## config.mk

```make
export PLATFORM = sky130hd
export DESIGN_NAME = cache_fill_ctrl
export DESIGN_NICKNAME = d
export VERILOG_FILES = /design/src/rtl/cache_fill_ctrl.sv
export SDC_FILE = /design/constraint.sdc
export NUM_CORES = 1
export LEC_CHECK = 0
export BUFFER_PORTS_ARGS = -buffer_cell sky130_fd_sc_hd__buf_2
export CAP_MARGIN = 40
export CORE_MARGIN = 1
export CORE_UTILIZATION = 43
export CTS_BUF_LIST = sky130_fd_sc_hd__clkbuf_8
export DETAILED_ROUTE_END_ITERATION = 16
export GPL_TIMING_DRIVEN = 0
export PLACE_DENSITY = 0.84
export SLEW_MARGIN = 0
export SYNTH_ARGS = -nofsm -noshare
export SYNTH_HDL_FRONTEND = slang
export SYNTH_SLANG_ARGS = --single-unit
```

## constraint.sdc

```tcl
create_clock -name clk -period 2 [get_ports clk]
set_input_delay 0.2 -clock clk [delete_from_list [all_inputs] [get_ports clk]]
set_output_delay 0.2 -clock clk [all_outputs]
set_load 0.1 [all_outputs]
```

## src/rtl/cache_fill_ctrl.sv

```systemverilog
// Block-fill and write-through controller that shares one pipelined memory port
// between I-cache fills, D-cache fills and D-side stores.
module cache_fill_ctrl_chk (
    input  logic clk,
    input  logic rst,
    input  logic mem_en,
    input  logic mem_wr,
    input  logic fill_valid,
    input  logic i_fill_done,
    input  logic d_fill_done,
    input  logic wr_ack
);
    a_done_excl:  assert property (@(posedge clk) disable iff (!rst) !(i_fill_done && d_fill_done));
    a_i_pulse:    assert property (@(posedge clk) disable iff (!rst) i_fill_done |=> !i_fill_done);
    a_d_pulse:    assert property (@(posedge clk) disable iff (!rst) d_fill_done |=> !d_fill_done);
    a_ack_pulse:  assert property (@(posedge clk) disable iff (!rst) wr_ack |=> !wr_ack);
    a_ack_write:  assert property (@(posedge clk) disable iff (!rst) wr_ack |-> (mem_en && mem_wr));
    a_done_last:  assert property (@(posedge clk) disable iff (!rst) (i_fill_done || d_fill_done) |-> fill_valid);
    a_no_wr_fill: assert property (@(posedge clk) disable iff (!rst) fill_valid |-> !mem_wr);
endmodule

module cache_fill_ctrl #(
    parameter int AWIDTH          = 16,
    parameter int DWIDTH          = 16,
    parameter int WORDS_PER_BLOCK = 8,
    parameter int MEM_LATENCY     = 4
) (
    input  logic              clk,
    input  logic              rst,
    input  logic              i_miss,
    input  logic [AWIDTH-1:0] i_miss_addr,
    input  logic              d_miss,
    input  logic [AWIDTH-1:0] d_miss_addr,
    input  logic              d_wr_req,
    input  logic [AWIDTH-1:0] d_wr_addr,
    input  logic [DWIDTH-1:0] d_wr_data,
    output logic              mem_en,
    output logic              mem_wr,
    output logic [AWIDTH-1:0] mem_addr,
    output logic [DWIDTH-1:0] mem_wdata,
    input  logic [DWIDTH-1:0] mem_rdata,
    output logic              fill_valid,
    output logic              fill_sel,
    output logic [AWIDTH-1:0] fill_addr,
    output logic [DWIDTH-1:0] fill_data,
    output logic              i_fill_done,
    output logic              d_fill_done,
    output logic              wr_ack
);
    localparam int CW     = (WORDS_PER_BLOCK > 1) ? $clog2(WORDS_PER_BLOCK) : 1;
    localparam int PIPE_W = MEM_LATENCY - 1;
    localparam logic [CW-1:0] LAST_WORD = CW'(WORDS_PER_BLOCK - 1);
    localparam logic SEL_I = 1'b0;
    localparam logic SEL_D = 1'b1;

    typedef enum logic [1:0] {
        ST_IDLE  = 2'd0,
        ST_WRITE = 2'd1,
        ST_FILL  = 2'd2,
        ST_DRAIN = 2'd3
    } state_e;

    function automatic logic [AWIDTH-1:0] block_base(input logic [AWIDTH-1:0] addr);
        return addr & ~AWIDTH'(2 * WORDS_PER_BLOCK - 1);
    endfunction

    function automatic logic [AWIDTH-1:0] word_addr(input logic [AWIDTH-1:0] base,
                                                    input logic [CW-1:0]     idx);
        return base + AWIDTH'({idx, 1'b0});
    endfunction

    state_e              state_q;
    logic                owner_q;
    logic                last_fill_q;
    logic [AWIDTH-1:0]   base_q;
    logic [CW-1:0]       iss_q;
    logic [CW-1:0]       ret_q;
    logic [CW-1:0]       ret_d;
    logic [PIPE_W-1:0]   pipe_q;
    logic [PIPE_W-1:0]   pipe_d;
    logic                fill_valid_q;
    logic                fill_sel_q;
    logic [AWIDTH-1:0]   fill_addr_q;
    logic [AWIDTH-1:0]   fill_addr_d;
    logic                i_done_q;
    logic                d_done_q;
    logic                wr_ack_q;

    logic                grant_wr_s;
    logic                grant_fill_s;
    logic                grant_d_s;
    logic [AWIDTH-1:0]   grant_addr_s;
    logic                ret_valid_s;
    logic                last_ret_s;

    // Idle arbitration: stores first, then the fill side not served last time on a tie.
    always_comb begin
        grant_wr_s   = 1'b0;
        grant_fill_s = 1'b0;
        grant_d_s    = 1'b0;
        if (d_wr_req) begin
            grant_wr_s = 1'b1;
        end else if (i_miss && d_miss) begin
            grant_fill_s = 1'b1;
            grant_d_s    = (last_fill_q == SEL_I);
        end else if (d_miss) begin
            grant_fill_s = 1'b1;
            grant_d_s    = 1'b1;
        end else if (i_miss) begin
            grant_fill_s = 1'b1;
        end else begin
            grant_fill_s = 1'b0;
        end
        grant_addr_s = grant_d_s ? d_miss_addr : i_miss_addr;
    end

    // Return path: the top pipe bit flags that mem_rdata carries a fill word next cycle.
    always_comb begin
        pipe_d[0] = (state_q == ST_FILL);
        for (int i = 1; i < PIPE_W; i++) begin
            pipe_d[i] = pipe_q[i-1];
        end
        ret_valid_s = pipe_q[PIPE_W-1];
        last_ret_s  = ret_valid_s && (ret_q == LAST_WORD);
        fill_addr_d = '0;
        ret_d       = ret_q;
        if (ret_valid_s) begin
            fill_addr_d = word_addr(base_q, ret_q);
            ret_d       = last_ret_s ? '0 : ret_q + 1'b1;
        end else begin
            fill_addr_d = '0;
        end
    end

    // Controller state, latency pipeline and all registered outputs.
    always_ff @(posedge clk or negedge rst) begin
        if (!rst) begin
            state_q      <= ST_IDLE;
            owner_q      <= SEL_I;
            last_fill_q  <= SEL_I;
            base_q       <= '0;
            iss_q        <= '0;
            ret_q        <= '0;
            pipe_q       <= '0;
            fill_valid_q <= 1'b0;
            fill_sel_q   <= 1'b0;
            fill_addr_q  <= '0;
            i_done_q     <= 1'b0;
            d_done_q     <= 1'b0;
            wr_ack_q     <= 1'b0;
        end else begin
            pipe_q       <= pipe_d;
            ret_q        <= ret_d;
            fill_valid_q <= ret_valid_s;
            fill_sel_q   <= ret_valid_s & owner_q;
            fill_addr_q  <= fill_addr_d;
            i_done_q     <= last_ret_s & (owner_q == SEL_I);
            d_done_q     <= last_ret_s & (owner_q == SEL_D);
            wr_ack_q     <= 1'b0;
            case (state_q)
                ST_IDLE: begin
                    if (grant_wr_s) begin
                        state_q  <= ST_WRITE;
                        wr_ack_q <= 1'b1;
                    end else if (grant_fill_s) begin
                        state_q <= ST_FILL;
                        owner_q <= grant_d_s;
                        base_q  <= block_base(grant_addr_s);
                        iss_q   <= '0;
                    end else begin
                        state_q <= ST_IDLE;
                    end
                end
                ST_WRITE: begin
                    state_q <= ST_IDLE;
                end
                ST_FILL: begin
                    if (iss_q == LAST_WORD) begin
                        state_q <= ST_DRAIN;
                        iss_q   <= '0;
                    end else begin
                        iss_q   <= iss_q + 1'b1;
                    end
                end
                ST_DRAIN: begin
                    // The done pulse is on the outputs this cycle, so the block is complete.
                    if (i_done_q || d_done_q) begin
                        state_q     <= ST_IDLE;
                        last_fill_q <= owner_q;
                    end else begin
                        state_q <= ST_DRAIN;
                    end
                end
                default: begin
                    state_q <= ST_IDLE;
                end
            endcase
        end
    end

    // Memory port is a direct decode of the current state and issue counter.
    always_comb begin
        mem_en    = 1'b0;
        mem_wr    = 1'b0;
        mem_addr  = '0;
        mem_wdata = '0;
        case (state_q)
            ST_WRITE: begin
                mem_en    = 1'b1;
                mem_wr    = 1'b1;
                mem_addr  = d_wr_addr;
                mem_wdata = d_wr_data;
            end
            ST_FILL: begin
                mem_en   = 1'b1;
                mem_addr = word_addr(base_q, iss_q);
            end
            default: begin
                mem_en = 1'b0;
            end
        endcase
    end

    assign fill_valid  = fill_valid_q;
    assign fill_sel    = fill_sel_q;
    assign fill_addr   = fill_addr_q;
    assign fill_data   = fill_valid_q ? mem_rdata : '0;
    assign i_fill_done = i_done_q;
    assign d_fill_done = d_done_q;
    assign wr_ack      = wr_ack_q;

    cache_fill_ctrl_chk u_chk (
        .clk         (clk),
        .rst         (rst),
        .mem_en      (mem_en),
        .mem_wr      (mem_wr),
        .fill_valid  (fill_valid),
        .i_fill_done (i_fill_done),
        .d_fill_done (d_fill_done),
        .wr_ack      (wr_ack)
    );
endmodule

```

After elaboration in Yosys (flattened, before gate mapping)
Index checks and enable logic that the tools add are counted.
- flip-flop bits (word level): 46
- input port bits: 85
- output and inout port bits: 71
- logic and storage cells: 67
- $add $sub $neg: 4
- eq/ne operators: 8
- mux-type cells: 27
- bitwise logic cells: 6
- reductions and logical operators: 9
- operators with widths (operator ; number):
    $mux 16 ; 4
    $add 16x4->16 ; 2
    $pmux 16 s2 ; 1
    $mux 1 ; 12
    $mux 3 ; 4
    $mux 2 ; 4
    $pmux 2 s4 ; 1
    $add 3x1->3 const B ; 2
    $eq 3x3->1 const B ; 2
    $pmux 3 s2 ; 1
    $reduce_and 3->1 ; 2
    $eq 2x2->1 const B ; 2
    $ne 2x2->1 const B ; 2
    $and 1x1->1 ; 3
    $not 1->1 ; 3
    $eq 2x1->1 const B ; 1
    $logic_and 1x1->1 ; 2
    $logic_not 2->1 ; 1
    $ne 2x1->1 const B ; 1
    $reduce_and 2->1 ; 1
    $reduce_bool 2->1 ; 1
    $reduce_or 2->1 ; 1
    $logic_or 1x1->1 ; 1

Logic depth before layout (Yosys ltp)
Gate-level depths: netlist of run 1.
- depth in word-level cells: 7
- mapped depth: 7
- mapped depth without buffers: 5

Worst setup path after synthesis of run 1
Ideal clock, no wire load.
- path type: reg2out
- from: register state_q[1]
- to: output mem_addr[10]
- data arrival time: 3154 ps
- data required time: 1800 ps
- path slack: -1354 ps
- stages on the path, launching flop included: 6
- buffers on the path: 1
- cell sequence: dfrtp_1 > inv_1 > ha_1 > clkbuf_1 > a22oi_1 > nor2b_1
- cells in the longest elaborated chain, start to end: 2
- elaborated cells between the ends (all ways): 3
- those cells by class: eq/ne: 2; mux: 1
- RTL lines (item ; RTL line ; source):
    start: declaration ; 72 ; state_e state_q;
    start signal: assignment ; 138 ; state_q <= ST_IDLE;
    start signal: assignment ; 163 ; state_q <= ST_WRITE;
    start signal: assignment ; 166 ; state_q <= ST_FILL;
    $eq 2x2->1 or $eq 2x1->1 (tied branches) ; 207 ; case (state_q)
    $pmux 16 s2 * ; 207 ;
    end: declaration ; 39 ; output logic [AWIDTH-1:0] mem_addr,
Every way passes the cells marked *; elsewhere a longest branch is shown, timed or not.

Worst setup path after layout of run 1
- from: register state_q[1]
- to: output mem_addr[12]
Same word-level chain as after synthesis.

==> results.ini, run 1 <==
[outcome]
status=completed

[worst_setup_path]
cp-end-kind=output port
required_ns=1.80
cpPeakStageDelay_ns=0.48
cp_slowest_cell=dfrtp_2
path_max_fanout=10
path_cells=inv_4 -> ha_4 -> clkbuf_8 -> a22oi_1 -> nor2b_4 -> buf_12
critPathLaunchType=flip-flop
critical_path_class=reg -> out
critPathArrivalTime_ns=1.75

[clock_network]
cts_tree=built
cts_max_level=2
cts_buffer_depth=2
cts_buffers=5
clk_pin_slew_ns=0.08
cts_sinks=45
cts_root_buffer=clkbuf_8
insertion_delay_ns=0.31

[hold_path]
hold_path.class=in -> reg

[routing]
routed_wl_mm=7.17
wire_per_inst_microns=15.2
ant_nets=0
via_per_inst=5.19
drc=0
dr.pass1.iters=4
initialDrtViolationCount=120
vias=2440

[sta]
setup_violations=0
timing.fmax_ghz=0.513
hold_viol=0
tightest_slew_ns=0.515
post-route-min-period_ns=1.95
slew_headroom=0.659
period_share=0.974
rsz0062_at_grt=false
finalHoldWorstSlack_ns=0.155
fin_skew_ns=0.00807
finalMaxSlewViolations=0

[grt]
antenna_found_initial=0
grt_usage=0.247
grt_max_degree=34
grt_pass1_vias=2328
grt_overflow=0
grt_pass1_wl_mm=11.3

[synthesis]
yosys.area.top_type=dfrtp_1
ys_seq_area_frac=0.477
synth_top_area_frac=0.477
yosysUniqueCellTypes=26
yosys_register_bits=45
yosys_warnings=0
synth_nets=336
postSynthAreaPerCell_sq_um=9.75
postSynthCellCount=242
syn_area_sq_um=2360
synthTopCellsByArea=dfrtp_1, and2_1, nor2b_1

[finish]
fillers=377
nets=493
final_cell_area_sq_um=3880
fin_cells=470
area_delta_synth_final_pct=64.5
drive_gt1_frac=0.593
post-route-util=0.745
antennaDiodeCount=0

[power]
comb_power_share=0.079
leakage_nw=1.95
internal_power_w=0.00138
power_frac_seq=0.518
pwr-share-clk=0.403
powerDensity_nw_per_um2=452
finalPower_w=0.00175
sw_frac_of_total=0.213
ir_drop_mv=0.323
p_switching_w=0.000373

[floorplan]
ios=156
start_util=0.453
rows=26
dieArea_sq_um=5790
die_w_microns=76.1
die_y_microns=76.1
core_area_sq_um=5200

[place]
place_inst=459
dp_hpwl_mm=5.00
portBuffers=146
gp_routability_congestion=0.888
dpl_cell_area_sq_um=3410

[flow_run]
drv_cap=0

==> cell families (layout without fill, tap and decap cells) <==
| group | count (synthesis) | in the layout | share of synthesized area |
|---|---|---|---|
| compound gates | 62 | 62 | 0.166 |
| fa+ha+maj | 9 | 9 | 0.0477 |
| flops | 45 | 45 | 0.477 |
| buf+inv | 23 | 181 | 0.0477 |
| simple gates | 99 | 99 | 0.246 |
| other cells | 1 | 1 | 0.00159 |
| mux | 3 | 3 | 0.0143 |
==> synthesized netlist by cell type <==
cell / number
nor2_1: 6
nor2b_1: 19
a31oi_1: 14
mux2_2: 3
or2_1: 1
buf_2: 6
buf_4: 1
inv_1: 4
a32o_1: 4
nand2_1: 6
o21ai_0: 15
and3_1: 1
a22oi_1: 15
dfrtp_1: 45
and2_4: 1
buf_6: 2
nand2b_1: 1
and2_1: 50
ha_1: 9
nand3b_1: 1
conb_1: 1
nand3_1: 12
clkbuf_1: 10
a21oi_1: 13
o32a_1: 1
or2b_1: 1
==> layer usage <==
| layer | wire [microns] | vias up | share of wire | global-route usage |
|---|---|---|---|---|
| met5 | 0 | - | 0 | 0 |
| met4 | 273 | 0 | 0.038 | 0.119 |
| met3 | 497 | 22 | 0.069 | 0.0419 |
| met2 | 3690 | 126 | 0.51 | 0.437 |
| met1 | 2710 | 1150 | 0.38 | 0.290 |
| li1 | - | 1142 | - | - |
==> state kept, by name, indices dropped and copies added (netlist names) <==
register,count
base_q,12
iss_q,3
fill_addr,15
last_fill_q,1
i_fill_done,1
fill_valid,1
state_q,2
d_fill_done,1
pipe_q,3
ret_q,3
wr_ack,1
owner_q,1
fill_sel,1
==> placed cells by master (no fill, tap or decap), types with 2 or more instances in the layout <==
| cell type | instances |
|---|---|
| ha_1 | 6 |
| buf_4 | 11 |
| dfrtp_2 | 2 |
| nand2_1 | 6 |
| a21oi_1 | 13 |
| clkbuf_8 | 9 |
| nor2_1 | 6 |
| ha_4 | 3 |
| a32o_1 | 4 |
| a22oi_2 | 9 |
| nor2b_1 | 4 |
| nor2b_4 | 15 |
| mux2_2 | 3 |
| buf_6 | 15 |
| inv_4 | 2 |
| o21ai_0 | 15 |
| a22oi_1 | 6 |
| inv_1 | 3 |
| and2_2 | 33 |
| a31oi_1 | 14 |
| nand3_1 | 12 |
| buf_12 | 10 |
| dfrtp_1 | 43 |
| and2_1 | 17 |
| clkbuf_1 | 6 |
| buf_2 | 119 |
| buf_8 | 3 |
==> what timing repair did <==
action	CTS	global route
pin swaps	0	0
gates resized for setup	74	24
buffers inserted	1	0
hold buffers	1	0
endpoints found under the hold margin	12	0
cloned	0	1
endpoints found under the setup margin	32	25
==> worst max-delay path: cells and delay by family, from the launching register on <==
family	cells	cell delay (ns)
buffers and inverters	3	0.48
adders and majority gates	1	0.18
DFF	1	0.48
and+or+nand+nor	1	0.17
AOI/OAI and AO/OA	1	0.12
==> final timing paths <==
kind                                       from           end  cells after the start  slack (ns)
worst max-delay path                 state_q[1]  mem_addr[12]                      6        0.05
worst min-delay path            d_miss_addr[14]    base_q[14]                      3        0.15
worst max register to register       state_q[1]    base_q[13]                      7        0.27
worst min register to register        pipe_q[1]     pipe_q[2]                      0        0.36
max in group asynchronous                   rst    state_q[1]                      3        1.23
min in group asynchronous                   rst   i_fill_done                      2        0.30
==> final cells by class <==
| type | count | area, sq um | area share |
|---|---|---|---|
| multi-input combinational | 174 | 1360 | 0.350 |
| buffer | 19 | 150 | 0.0387 |
| clock buffer | 6 | 82.6 | 0.0213 |
| sequential | 45 | 1130 | 0.291 |
| clock inverter | 2 | 33.8 | 0.00871 |
| tap | 70 | 87.6 | 0.0226 |
| timing repair buffer | 150 | 1020 | 0.263 |
| inverter | 4 | 20.0 | 0.00516 |
==> power by group through the flow <==
stage	Combinational, W	Sequential, W	Clock (W)
after floorplan	0.0000350	0.000927	0
after global placement	0.000125	0.000927	0
after detailed placement	0.000133	0.000927	0
after CTS	0.000137	0.000909	0.000707
after global routing	0.000155	0.000909	0.000743
final	0.000139	0.000909	0.000707
==> stage by stage <==
step	setup slack, ns	setup TNS (ns)
2_1_floorplan	0.00708	0
3_3_place_gp	-0.0790	-0.509
3_5_place_dp	-0.0955	-0.600
4_1_cts	0.00543	0
5_1_grt	0.00521	0
6_report	0.0526	0
No activity file was read; power rests on OpenSTA's default activity.
==> run 2: changes to the inputs <==
- ABC_AREA: unset -> 1
- CORE_ASPECT_RATIO: unset -> 2
- CORE_UTILIZATION: 43 -> 45
- PLACE_DENSITY: 0.84 -> 0.85
==> results.ini, run 2 <==
[finish]
layout_common_cells=nand2_1, buf_2, inv_1, dfrtp_1
area_delta_synth_final_pct=63.7
fillers=379
antennaDiodeCount=0
drive_gt1_frac=0.455
nets=607
largest_reg_flops=15
mostFrequentLayoutCell=nand2_1

[synthesis]
ys_seq_area_frac=0.437
yosys_register_bits=45
postSynthAreaPerCell_sq_um=7.34
synth_nets=445
synthMuxAreaShare=0.00437
syn_area_sq_um=2570
synth_compound_area_frac=0.0389
yosys_warnings=0
synth_edf_count=0
synth_xor_area_frac=0
synth_top_area_frac=0.437
yosysUniqueCellTypes=25
synthTopCellsByArea=dfrtp_1, nand2_1, inv_1
synthAdderAreaFrac=0.0437
synth_simple_gate_area_frac=0.323
postSynthCellCount=351
ys.flop_type=dfrtp_1
yosys.area.top_type=dfrtp_1
synth.most_common_cell=nand2_1
async_flop_share=1.00
synth_top_cells_by_count=nand2_1, inv_1, dfrtp_1, a21oi_1, nand3b_1
synth_top_family_by_area=simple AND/OR/NAND/NOR gates

[sta]
hold_viol=0
rsz0062_at_grt=true
finalMaxSlewViolations=0
setup_tns_ns=-0.0212
fin_skew_ns=0.00633
post-route-min-period_ns=2.02
setup_ws_ns=-0.0195
timing.fmax_ghz=0.495
period_share=1.01
setup_violations=3

[worst_setup_path]
critPathLaunchType=flip-flop
cp_common_cell=buf_12
cp_slowest_cell=dfrtp_2
required_ns=1.80
path_max_fanout=7
critPathArrivalTime_ns=1.82
critical_path.top_delay_family=buffers and inverters
critical_path_class=reg -> out
path_depth=7
r2r_cells=7
path_cells=inv_4 -> ha_4 -> clkinvlp_4 -> buf_12 -> clkbuf_16 -> a21oi_4 -> buf_12
cp-end-kind=output port
cpPeakStageDelay_ns=0.42
crit_buf_inv=5

[floorplan]
rows=38
dieArea_sq_um=6050
start_util=0.471
die_w_microns=55.5
core_area_sq_um=5470
die_y_microns=109
ios=156

[clock_network]
cts_buffer_depth=2
insertion_delay_ns=0.30
cts_max_level=2
cts_tree=built
clk_pin_slew_ns=0.08
cts_sinks=45
cts_buffers=5
cts_root_buffer=clkbuf_8

[flow_run]
drv_cap=0

[routing]
initialDrtViolationCount=104
via_per_inst=4.91
routed_wl_mm=7.77
wire_per_inst_microns=13.5
ant_nets=0
dr.pass1.iters=5
drc=0
vias=2816

[power]
powerDensity_nw_per_um2=444
leakage_nw=2.37
internal_power_w=0.00149
ir_drop_mv=0.428
power_frac_seq=0.486
pwr-share-clk=0.436
comb_power_share=0.079
sw_frac_of_total=0.206
p_switching_w=0.000386

[grt]
grt_pass1_vias=2715
grt_overflow=0
grt_max_degree=36
grt_pass1_wl_mm=11.7
antenna_found_initial=0
grt_usage=0.247

[outcome]
status=complete, but fails checks
violations=setup timing

[hold_path]
min_delay_path_depth=3
hold_path.class=in -> reg

[place]
gp_routability_congestion=0.875
dp_hpwl_mm=5.67
post-place-ws_ns=-0.128
portBuffers=146

## run 2: final timing paths
check	slack, ns	endpoint	from
max	-0.02	mem_addr[11]	state_q[0]
min	0.20	wr_ack	d_wr_req
max reg2reg	0.64	state_q[1]	iss_q[0]
min reg2reg	0.36	pipe_q[2]	pipe_q[1]
max in group asynchronous	1.23	base_q[15]	rst
min in group asynchronous	0.31	fill_addr[1]	rst
## run 2: layout make-up
type	instances	area, sq um	share of cell area
clock inverter	3	68.8	0.0163
inverter	77	362	0.0858
multi-input combinational	213	1240	0.295
clock buffer	5	68.8	0.0163
buffer	16	145	0.0344
timing repair buffer	155	1120	0.266
tap	60	75.1	0.0178
sequential	45	1130	0.268
## run 2: cell families after synthesis
family | count (synthesis)
AOI/OAI and AO/OA | 20
adders and majority gates | 9
buffers and inverters | 93
DFF | 45
muxes | 1
other | 1
and+or+nand+nor | 182
## run 2: repair_timing
action,4_1_cts,5_1_grt
hold buffers,1,0
setup endpoints to repair,32,27
gates cloned,0,1
pin swaps,0,1
gates resized for setup,68,26
buffers inserted,4,2
endpoints found under the hold margin,10,0
## run 2: layer usage
| metal | share of wire | global-route usage | up-vias |
|---|---|---|---|
| met2 | 0.54 | 0.479 | 162 |
| met1 | 0.34 | 0.237 | 1283 |
| met4 | 0.032 | 0.107 | 0 |
| met3 | 0.086 | 0.0676 | 23 |
| li1 | - | - | 1348 |
| met5 | 0 | 0 | - |
## run 2: worst register-to-register path, delay by kind of cell (launching register included)
kind | cells | cell delay [ns]
buf+inv | 1 | 0.08
fa+ha+maj | 2 | 0.42
flops | 1 | 0.43
simple gates | 4 | 0.35
## run 2: power by group through the flow
stage	logic [W]	registers (W)	clock network (W)
floorplan	0.0000467	0.000927	0
global placement	0.000138	0.000927	0
detailed placement	0.000145	0.000927	0
CTS	0.000147	0.000909	0.000827
global route	0.000164	0.000909	0.000868
finish	0.000147	0.000909	0.000815
## run 2: through the flow
step                std cells  hold WS (ns)  area, sq um  power, W  utilization
floorplan                 351       -0.0956         2840  0.000974            -
global placement          557         0.333         3650   0.00106        0.668
detailed placement        558        0.0892         3670   0.00107        0.671
CTS                       571         0.211         4070   0.00188        0.745
global route              574         0.224         4220   0.00194        0.771
finish                    574         0.204         4220   0.00187        0.771
==> run 3: changes to the inputs <==
- GPL_TIMING_DRIVEN: 0 -> unset
==> results.ini, run 3 (synthesis results as in run 2) <==
[worst_setup_path]
required_ns=1.80
cp-end-kind=output port
r2r_cells=6
critPathArrivalTime_ns=1.74
path_max_fanout=14
critical_path_class=reg -> out
cpPeakStageDelay_ns=0.40
cp_slowest_cell=dfrtp_1
r2r_slack_ns=0.52
regToRegEndpoint=base_q[11]
path_cells=buf_4 -> ha_4 -> bufbuf_16 -> nand2_1 -> clkinvlp_4 -> buf_12
r2r_start=state_q[1]
critPathLaunchType=flip-flop

[sta]
post-route-min-period_ns=1.94
timing.fmax_ghz=0.515
finalMaxSlewViolations=0
hold_viol=0
tightest_slew_ns=0.698
setup_violations=0
rsz0062_at_grt=false
setup_ws_ns=0.0594
slew_headroom=0.534
fin_skew_ns=0.00564
period_share=0.970

[routing]
initialDrtViolationCount=77
drc=0
vias=2788
ant_nets=0
wire_per_inst_microns=13.8
routed_wl_mm=7.73
via_per_inst=4.98
dr.pass1.iters=4

[floorplan]
core_area_sq_um=5470
start_util=0.471
rows=38
ios=156
die_y_microns=109
dieArea_sq_um=6050
die_w_microns=55.5

[power]
power_frac_seq=0.483
powerDensity_nw_per_um2=436
leakage_nw=2.35
internal_power_w=0.00148
ir_drop_mv=0.504
pwr-share-clk=0.442
sw_frac_of_total=0.214
p_switching_w=0.000402
comb_power_share=0.074

[grt]
antenna_found_initial=0
grt_pass1_vias=2724
grt_usage=0.264
grt_max_degree=33
grt_overflow=0
grt_pass1_wl_mm=12.3

[place]
portBuffers=146
dp_hpwl_mm=5.91
gp_routability_congestion=0.882
post-place-ws_ns=0.221

[clock_network]
cts_sinks=45
clk_pin_slew_ns=0.09
cts_tree=built
cts_root_buffer=clkbuf_8
cts_max_level=2
insertion_delay_ns=0.30
cts_buffer_depth=2
cts_buffers=5

[finish]
antennaDiodeCount=0
largest_reg_flops=15
mostFrequentLayoutCell=nand2_1
nets=593
post-route-util=0.790
drive_gt1_frac=0.442
layout_common_cells=nand2_1, buf_2, inv_1, dfrtp_1, buf_12
area_delta_synth_final_pct=67.7

[hold_path]
hold_path.class=in -> reg
holdPathEnd=wr_ack
worstHoldStart=d_wr_req
min_delay_path_depth=3

[outcome]
status=completed

[flow_run]
drv_cap=0

-- run 3: cell types whose count changed in the layout (fill, tap and decap cells not counted), sizes merged --
cell,previous run,this run
buf,163,155
clkbuf,12,5
bufbuf,0,1
-- run 3: how the worst max path moves through the flow --
stage	from	to	slack (ns)	cells past startpoint
after floorplan	state_q[0]	mem_addr[11]	-0.26	5
after global placement	state_q[0]	mem_addr[5]	0.28	6
after global routing	state_q[0]	mem_wdata[9]	0.004	6
after CTS	state_q[1]	mem_wdata[9]	0.02	6
after detailed placement	state_q[1]	mem_addr[5]	0.22	6
final	state_q[0]	mem_wdata[9]	0.06	6
-- run 3: power by group through the flow --
stage | sequential, W | combinational (W) | clock (W)
2_1_floorplan | 0.000927 | 0.0000467 | 0
6_report | 0.000909 | 0.000140 | 0.000832
4_1_cts | 0.000909 | 0.000141 | 0.000833
3_5_place_dp | 0.000927 | 0.000139 | 0
3_3_place_gp | 0.000927 | 0.000135 | 0
5_1_grt | 0.000909 | 0.000156 | 0.000874
-- run 3: repair_timing --
| action | CTS | global route |
|---|---|---|
| pin swaps | 0 | 1 |
| resized for setup | 2 | 1 |
| cloned | 1 | 0 |
| hold buffers | 1 | 0 |
| endpoints found under the hold margin | 31 | 0 |
| buffers inserted | 3 | 1 |
| endpoints found under the setup margin | 15 | 4 |
-- run 3: metal layers --
| metal | share of wire | up-vias | track usage |
|---|---|---|---|
| li1 | - | 1320 | - |
| met1 | 0.33 | 1291 | 0.255 |
| met2 | 0.56 | 153 | 0.515 |
| met3 | 0.070 | 24 | 0.0534 |
| met4 | 0.039 | 0 | 0.134 |
| met5 | 0 | - | 0 |
-- run 3: through the flow --
stage	hold slack [ns]	cell area (sq um)	std cells	power [W]	setup TNS (ns)
after floorplan	-0.0956	2840	351	0.000974	-3.39
after global placement	0.271	4090	546	0.00106	0
after detailed placement	0.281	4090	546	0.00107	0
after CTS	0.194	4310	559	0.00188	0
after global routing	0.231	4320	560	0.00194	0
final	0.202	4320	560	0.00188	0
-- run 3: cell type report --
cell class / count / area (sq um)
Fill cell: 360 / 1150
Multi-Input combinational cell: 213 / 1250
Clock inverter: 3 / 68.8
Tap cell: 60 / 75.1
Sequential cell: 45 / 1130
Clock buffer: 5 / 68.8
Inverter: 77 / 362
Timing Repair Buffer: 157 / 1360
-- run 3: worst max-delay path, delay by kind of cell (launching register included) --
| kind | cells | cell delay [ns] |
|---|---|---|
| buffers and inverters | 4 | 0.75 |
| flip-flops | 1 | 0.40 |
| AND/OR/NAND/NOR | 1 | 0.10 |
| adder cells (fa/ha/maj) | 1 | 0.19 |
